--- src/rtl/pc_gen_pkg.sv ---
// pc_gen_pkg: shared constants for the fetch PC generator.
// Branch-condition encodings and the default reset / exception vectors.
// The exception/eret path is enabled by the PC_GEN_EXC_EN macro.
package pc_gen_pkg;

    // Branch condition encodings carried on br_op.
    // Encodings 6 and 7 are reserved and never taken.
    localparam logic [2:0] BR_BEQ  = 3'd0;
    localparam logic [2:0] BR_BNE  = 3'd1;
    localparam logic [2:0] BR_BLEZ = 3'd2;
    localparam logic [2:0] BR_BGTZ = 3'd3;
    localparam logic [2:0] BR_BLTZ = 3'd4;
    localparam logic [2:0] BR_BGEZ = 3'd5;

    // Default vectors.
    localparam logic [31:0] RESET_PC_DEF = 32'h0000_3000;
    localparam logic [31:0] EXC_PC_DEF   = 32'h0000_4180;

    // Word-offset branch target: base + 4 + (imm << 2), wrapping modulo 2^32.
    function automatic logic [31:0] calc_br_target(input logic [31:0] base,
                                                   input logic [31:0] imm);
        return base + 32'd4 + (imm << 2);
    endfunction

    // Pseudo-direct jump target: top nibble of base + 4, index, two zero bits.
    function automatic logic [31:0] calc_j_target(input logic [31:0] base,
                                                  input logic [25:0] idx);
        logic [31:0] base4;
        base4 = base + 32'd4;
        return {base4[31:28], idx, 2'b00};
    endfunction

endpackage

--- src/rtl/pc_gen_br_cmp.sv ---
// br_cmp: purely combinational branch-condition evaluator.
// Kept separate so later branch-prediction logic can reuse it.
module br_cmp
    import pc_gen_pkg::*;
(
    input  logic [2:0]  br_op,
    input  logic [31:0] rs_val,
    input  logic [31:0] rt_val,
    output logic        taken
);

    logic rs_zero;
    logic rs_neg;

    assign rs_zero = (rs_val == 32'd0);
    assign rs_neg  = rs_val[31];

    // Evaluate the selected condition; signed tests use the sign bit and zero flag.
    always_comb begin
        taken = 1'b0;
        case (br_op)
            BR_BEQ:  taken = (rs_val == rt_val);
            BR_BNE:  taken = (rs_val != rt_val);
            BR_BLEZ: taken = rs_neg || rs_zero;
            BR_BGTZ: taken = !rs_neg && !rs_zero;
            BR_BLTZ: taken = rs_neg;
            BR_BGEZ: taken = !rs_neg;
            default: taken = 1'b0;
        endcase
    end

endmodule

--- src/rtl/pc_gen.sv ---
// pc_gen: fetch PC register and next-PC selection for the pipelined core.
// Redirects come from ID (branch, j/jal, jr/jalr). A redirect that arrives
// while IF is stalled is parked in a pending register and applied when the
// stall releases. Optional exception/eret redirect under PC_GEN_EXC_EN; it
// bypasses the stall and discards any pending redirect.
module pc_gen
    import pc_gen_pkg::*;
#(
    parameter logic [31:0] RESET_PC = RESET_PC_DEF,
    parameter logic [31:0] EXC_PC   = EXC_PC_DEF
) (
    input  logic        clk,
    input  logic        reset,
    input  logic        stall,
    output logic [31:0] pc,
    output logic [31:0] pc4,
    input  logic [31:0] id_pc,
    input  logic        br_en,
    input  logic [2:0]  br_op,
    input  logic [31:0] rs_val,
    input  logic [31:0] rt_val,
    input  logic [31:0] b_imm,
    input  logic        j_en,
    input  logic [25:0] j_imm26,
    input  logic        jr_en,
    input  logic [31:0] jr_target,
`ifdef PC_GEN_EXC_EN
    input  logic        exc_req,
    input  logic        eret_req,
    input  logic [31:0] epc,
`endif
    output logic        redirect,
    output logic        pend_valid
);

    logic [31:0] pc_q,          pc_d;
    logic        pend_valid_q,  pend_valid_d;
    logic [31:0] pend_target_q, pend_target_d;

    logic        br_taken;
    logic [31:0] br_target;
    logic [31:0] j_target;
    logic [31:0] seq_pc;
    logic        redir_sel;
    logic        force_sel;    // exception/eret: ignores stall, drops pending
    logic [31:0] redir_target;

    br_cmp u_br_cmp (
        .br_op  (br_op),
        .rs_val (rs_val),
        .rt_val (rt_val),
        .taken  (br_taken)
    );

    assign br_target = calc_br_target(id_pc, b_imm);
    assign j_target  = calc_j_target(id_pc, j_imm26);
    assign seq_pc    = pc_q + 32'd4;

`ifdef PC_GEN_EXC_EN
    // Priority select: exc > eret > jr > j > taken branch.
    always_comb begin
        redir_sel    = 1'b0;
        force_sel    = 1'b0;
        redir_target = seq_pc;
        if (exc_req) begin
            redir_sel    = 1'b1;
            force_sel    = 1'b1;
            redir_target = EXC_PC;
        end else if (eret_req) begin
            redir_sel    = 1'b1;
            force_sel    = 1'b1;
            redir_target = epc;
        end else if (jr_en) begin
            redir_sel    = 1'b1;
            redir_target = jr_target;
        end else if (j_en) begin
            redir_sel    = 1'b1;
            redir_target = j_target;
        end else if (br_en && br_taken) begin
            redir_sel    = 1'b1;
            redir_target = br_target;
        end
    end
`else
    // EXC_PC only matters when the exception path is built in.
    logic unused_exc_pc;
    assign unused_exc_pc = ^EXC_PC;

    // Priority select: jr > j > taken branch.
    always_comb begin
        redir_sel    = 1'b0;
        force_sel    = 1'b0;
        redir_target = seq_pc;
        if (jr_en) begin
            redir_sel    = 1'b1;
            redir_target = jr_target;
        end else if (j_en) begin
            redir_sel    = 1'b1;
            redir_target = j_target;
        end else if (br_en && br_taken) begin
            redir_sel    = 1'b1;
            redir_target = br_target;
        end
    end
`endif

    // Next-state for the PC and the pending-redirect registers.
    always_comb begin
        pc_d          = pc_q;
        pend_valid_d  = pend_valid_q;
        pend_target_d = pend_target_q;
        if (force_sel) begin
            // Exception entry/return takes effect even while stalled.
            pc_d         = redir_target;
            pend_valid_d = 1'b0;
        end else if (stall) begin
            // Hold fetch; remember the newest redirect for later.
            if (redir_sel) begin
                pend_target_d = redir_target;
                pend_valid_d  = 1'b1;
            end
        end else begin
            // A fresh redirect outranks the parked one.
            if (redir_sel) begin
                pc_d = redir_target;
            end else if (pend_valid_q) begin
                pc_d = pend_target_q;
            end else begin
                pc_d = seq_pc;
            end
            pend_valid_d = 1'b0;
        end
    end

    // State registers with synchronous reset.
    always_ff @(posedge clk) begin
        if (reset) begin
            pc_q          <= RESET_PC;
            pend_valid_q  <= 1'b0;
            pend_target_q <= 32'd0;
        end else begin
            pc_q          <= pc_d;
            pend_valid_q  <= pend_valid_d;
            pend_target_q <= pend_target_d;
        end
    end

    assign pc         = pc_q;
    assign pc4        = seq_pc;
    assign redirect   = redir_sel;
    assign pend_valid = pend_valid_q;

endmodule
--- config.mk ---
export PLATFORM = sky130hd
export DESIGN_NAME = pc_gen
export DESIGN_NICKNAME = d
export VERILOG_FILES = /design/src/rtl/pc_gen_pkg.sv /design/src/rtl/pc_gen_br_cmp.sv /design/src/rtl/pc_gen.sv
export SDC_FILE = /design/constraint.sdc
export NUM_CORES = 1
export LEC_CHECK = 0
export BUFFER_PORTS_ARGS = -buffer_cell sky130_fd_sc_hd__buf_2
export CELL_PAD_IN_SITES_DETAIL_PLACEMENT = 0
export CELL_PAD_IN_SITES_GLOBAL_PLACEMENT = 1
export CORE_UTILIZATION = 39
export CTS_CLUSTER_DIAMETER = 50
export DETAILED_ROUTE_END_ITERATION = 8
export PLACE_DENSITY_LB_ADDON = 0.1
export SETUP_SLACK_MARGIN = 0.4
export SKIP_CTS_REPAIR_TIMING = 1
export SLEW_MARGIN = 20
export SYNTH_ARGS = -nofsm -noshare
export SYNTH_HDL_FRONTEND = slang
export SYNTH_SLANG_ARGS = --single-unit
--- constraint.sdc ---
create_clock -name clk -period 10.6 [get_ports clk]
set_input_delay 2.12 -clock clk [delete_from_list [all_inputs] [get_ports clk]]
set_output_delay 2.12 -clock clk [all_outputs]
set_load 0.02 [all_outputs]
-- After elaboration in Yosys (flattened, before gate mapping)
Cells that the tools add are included.
- $add $sub $neg: 3
- multiply operators: 0
- div/mod/pow operators: 0
- $lt $le $gt $ge: 0
- equal/unequal tests: 7
- shift operators: 0
- muxes and demuxes: 9
- bitwise gates (word level): 1
- reduce and logical (&&, ||, !) cells: 9
- operators by type and width (kind ; number):
    $mux W32 ; 5
    $add A32 B3 Y32 const B ; 2
    $add A32 B32 Y32 ; 1
    $eq A32 B32 Y1 ; 1
    $logic_not A32 Y1 ; 1
    $ne A32 B32 Y1 ; 1
    $eq A3 B2 Y1 const B ; 2
    $eq A3 B3 Y1 const B ; 2
    $pmux W1 S6 ; 1
    $eq A3 B1 Y1 const B ; 1
    $logic_not A3 Y1 ; 1
    $mux W1 ; 3
    $logic_and A1 B1 Y1 ; 2
    $logic_not A1 Y1 ; 2
    $reduce_and A2 Y1 ; 1
    $reduce_or A2 Y1 ; 1
    $logic_or A1 B1 Y1 ; 1
    $not A1 Y1 ; 1
- bits in registers: 65
- latch bits: 0
- RAM bits: 0
- ROM bits: 0
- input port bits: 195
- output and inout port bits: 66
- memories kept: 0

-- Longest topological paths before layout
- word-level depth: 9
- depth in mapped cells: 15
- mapped depth without buffers: 15

-- By module
From an unflattened synthesis, not the netlist that was laid out.
- cell total of the unflattened synthesis: 1016
- area, all modules: 7253.2 um2
- by module, submodules not included (module ; instances ; cells each ; area each (um2) ; sequential area each (um2)):
    pc_gen ; 1 ; 949 ; 6722.7 ; 1301.2
    br_cmp ; 1 ; 67 ; 530.5 ; 0.0

-- Least setup slack after synthesis
OpenSTA, ideal clock, no wires.
- kind: input port to output port
- start point: input port rs_val[25]
- end point: output port redirect
- arrival: 3.609 ns
- path slack: 4.871 ns
- stages: 8
- cells stage by stage: nor4_1 nand4_1 or3_1 a21boi_2 o21a_2 nor3_2 buf_2 inv_1
- word-level cells in the longest chain between the ends: 8
- RTL lines (element ; line ; source):
    from (decl) ; pc_gen.sv:20 ; input logic [31:0] rs_val,
    $logic_not A32 Y1 ; pc_gen_br_cmp.sv:15 ; assign rs_zero = (rs_val == 32'd0);
    $logic_not A1 Y1 ; pc_gen_br_cmp.sv:25 ; BR_BGTZ: taken = !rs_neg && !rs_zero;
    $logic_and A1 B1 Y1 ; pc_gen_br_cmp.sv:25 ;
    $pmux W1 S6 * ; pc_gen_br_cmp.sv:21 ; case (br_op)
    $logic_and A1 B1 Y1 * ; pc_gen.sv:100 ; end else if (br_en && br_taken) begin
    $mux W1 * ; pc_gen.sv:100 ;
    $mux W1 * ; pc_gen.sv:97 ; end else if (j_en) begin
    $mux W1 * ; pc_gen.sv:94 ; if (jr_en) begin
    to (decl) ; pc_gen.sv:32 ; output logic redirect,
Every way passes the cells marked *; elsewhere a longest branch is shown, timed or not.

-- Worst setup path after layout
- start point: input port rs_val[22]
- end point: output port redirect
Same word-level chain as after synthesis.

==> results.tsv <==
metric	value	unit
synth_top_area_share	18.1	%
crit_chain	buf_2, nor4_1, nand4_1, or3_1, a21boi_2, o21a_2, nor3_2, buf_4, inv_1, buf_2	
path_common_cell	buf_2	
synth_cell_types	78	
dieArea	0.0190	mm^2
maxCapViolCount	0	
cts_tree	done	
ys_ff_latch	65	
rows	49	
syn_area_per_cell	7.50	um^2
grt.overflow.total	0	
synth_commonest_cells	xnor2_1 (87), nor2_1 (84), a21oi_1 (73)	
hpwl	20100	um
drv_slew	0	
clk_pin_slew	60	ps
synth_area_leaders	dfxtp_1 (18%), xnor2_1 (11%), ha_1 (6.3%), a21oi_1 (5.1%), nor2_1 (4.4%)	
drive_gt1_share	26.6	%
antenna_found_initial	1	
synth.most_common_cell	xnor2_1	
cts-root-buf	clkbuf_16	
crit_fanout	22	
dieHeight	138	um
critPathMaxStageDelay	580	ps
tns	0	ps
synth_edf_count	0	
die_x	138	um
grt_setup_unrepaired	no	
ios	261	
synth_area	0.00720	mm^2
clock.fmax	149	MHz
tightestPinTransition	1070	ps
coreArea	0.0180	mm^2
ys_async_sr_fraction	0	%
yosysWarnings	0	
slowest_stage	o21a_2	
num_vias	8117	
syn-instance-count	960	
peakVddDrop	0.100	mV
p_sw_share	37.4	%
drtIter0Drc	466	
numCtsBuffers	9	
seq_power_share	29.7	%
cts_sinks	65	
vias_per_cell	5.74	
setup_viol	0	
yosysTopAreaCell	dfxtp_1	
net-switching-power	0.000359	W
fin_util	49.4	%
min_period	6720	ps
pwr-share-comb	39.9	%
p_int	0.000599	W
design_area	0.00890	mm^2
place.gp.congestion	0.880	
grt_usage	27.6	%
drc_errors	0	
timing.slew.headroom	27.7	%
finalPower	0.000958	W
place_area	0.00861	mm^2
cp-start-kind	input pin	
critPathCaptureType	output port	
grt_start_max_net_pins	66	
pwr-share-clk	30.4	%
ys_seq_area_share	18.1	%
arrival	4600	ps
skew	5.25	ps
power_density	108	mW/mm^2
drt_first_pass_iters	5	
htreeDepth	3	
cts_buffer_depth	2	
timing_hold_violations_final	0	
grt_pass1_vias	7501	
clk_latency	330	ps
area_growth	23.6	%
hp-class	flop to flop	
nNetsFinal	1411	
crit_type	input pin to output port	
status	finished clean	
crit_required	8480	ps
wl	26500	um
ant_nets	0	
syn_nets	1192	
port_buffers	258	
synth_flop_cell	dfxtp_1	
start_util	40.0	%
leakagePower	3.78	nW
grt_pass1_wl	40100	um
timing.final.crit_share	63.4	%
wl_per_cell	18.8	um
-- cell families after synthesis --
kind of cell,count (synthesis),share of synthesized area (%)
XOR/XNOR,111,13.5
adder cells (fa/ha/maj),37,6.53
AND/OR/NAND/NOR,327,23.4
multiplexers,26,3.73
buffers and inverters,96,5.68
flip-flops,65,18.1
AO/OA/AOI/OAI,298,29.1
-- path summary, 6_finish.rpt --
check             slack (ps)        startpoint  cells past startpoint                to
setup / recovery        3880        rs_val[22]                     10          redirect
hold / removal           460  pend_target_q[6]                      2  pend_target_q[6]
setup reg to reg        7530             pc[2]                      8            pc[18]
hold reg to reg          460  pend_target_q[6]                      2  pend_target_q[6]
-- cells in the final DEF, fill, tap and decap left out, drive strengths merged, types with 25 or more instances in the layout --
master,count
buf,268
nand2,64
nor2,85
a211oi,25
nand4,31
nand3,35
xnor2,87
ha,36
inv,36
a21oi,74
o21ai,43
dfxtp,65
-- critical path, delay by kind of cell --
kind,cells,cell delay [ps]
AOI/OAI and AO/OA,2,750
buffers and inverters,4,640
and+or+nand+nor,4,1070
-- registers in the layout (all words and copies together), names as in the netlist --
| name | cells |
|---|---|
| pc | 32 |
| pend_target_q | 32 |
| pend_valid | 1 |
-- stage by stage --
| stage | hold WS [ps] | std cells | setup WS (ps) |
|---|---|---|---|
| 2_1_floorplan | 428 | 960 | 4870 |
| 3_5_place_dp | 445 | 1397 | 3880 |
| 3_3_place_gp | 437 | 1397 | 3860 |
| 4_1_cts | 453 | 1413 | 3870 |
| 6_report | 460 | 1414 | 3880 |
| 5_1_grt | 472 | 1413 | 3700 |
-- layer usage --
layer / wire (um) / GRT usage, % / share of wire [%]
met5: 0 / 0 / 0
met4: 337 / 7.00 / 1.3
met3: 2060 / 4.75 / 7.8
met2: 12000 / 44.0 / 45
met1: 12100 / 38.1 / 46
-- cell type report --
type,instances,area [um^2]
tap,229,287
timing repair buffer,268,1370
fill,1865,9120
inverter,36,135
clock inverter,2,10.0
multi-input combinational,799,5520
antenna,1,2.50
sequential,65,1300
clock buffer,14,284
-- power by group through the flow --
stage,registers [W],clock network [W],logic (W)
3_5_place_dp,0.000289,0,0.000378
3_3_place_gp,0.000289,0,0.000377
6_report,0.000284,0.000291,0.000383
5_1_grt,0.000286,0.000305,0.000420
4_1_cts,0.000284,0.000293,0.000380
2_1_floorplan,0.000296,0,0.000236
Power figures use the tool's default switching activity.
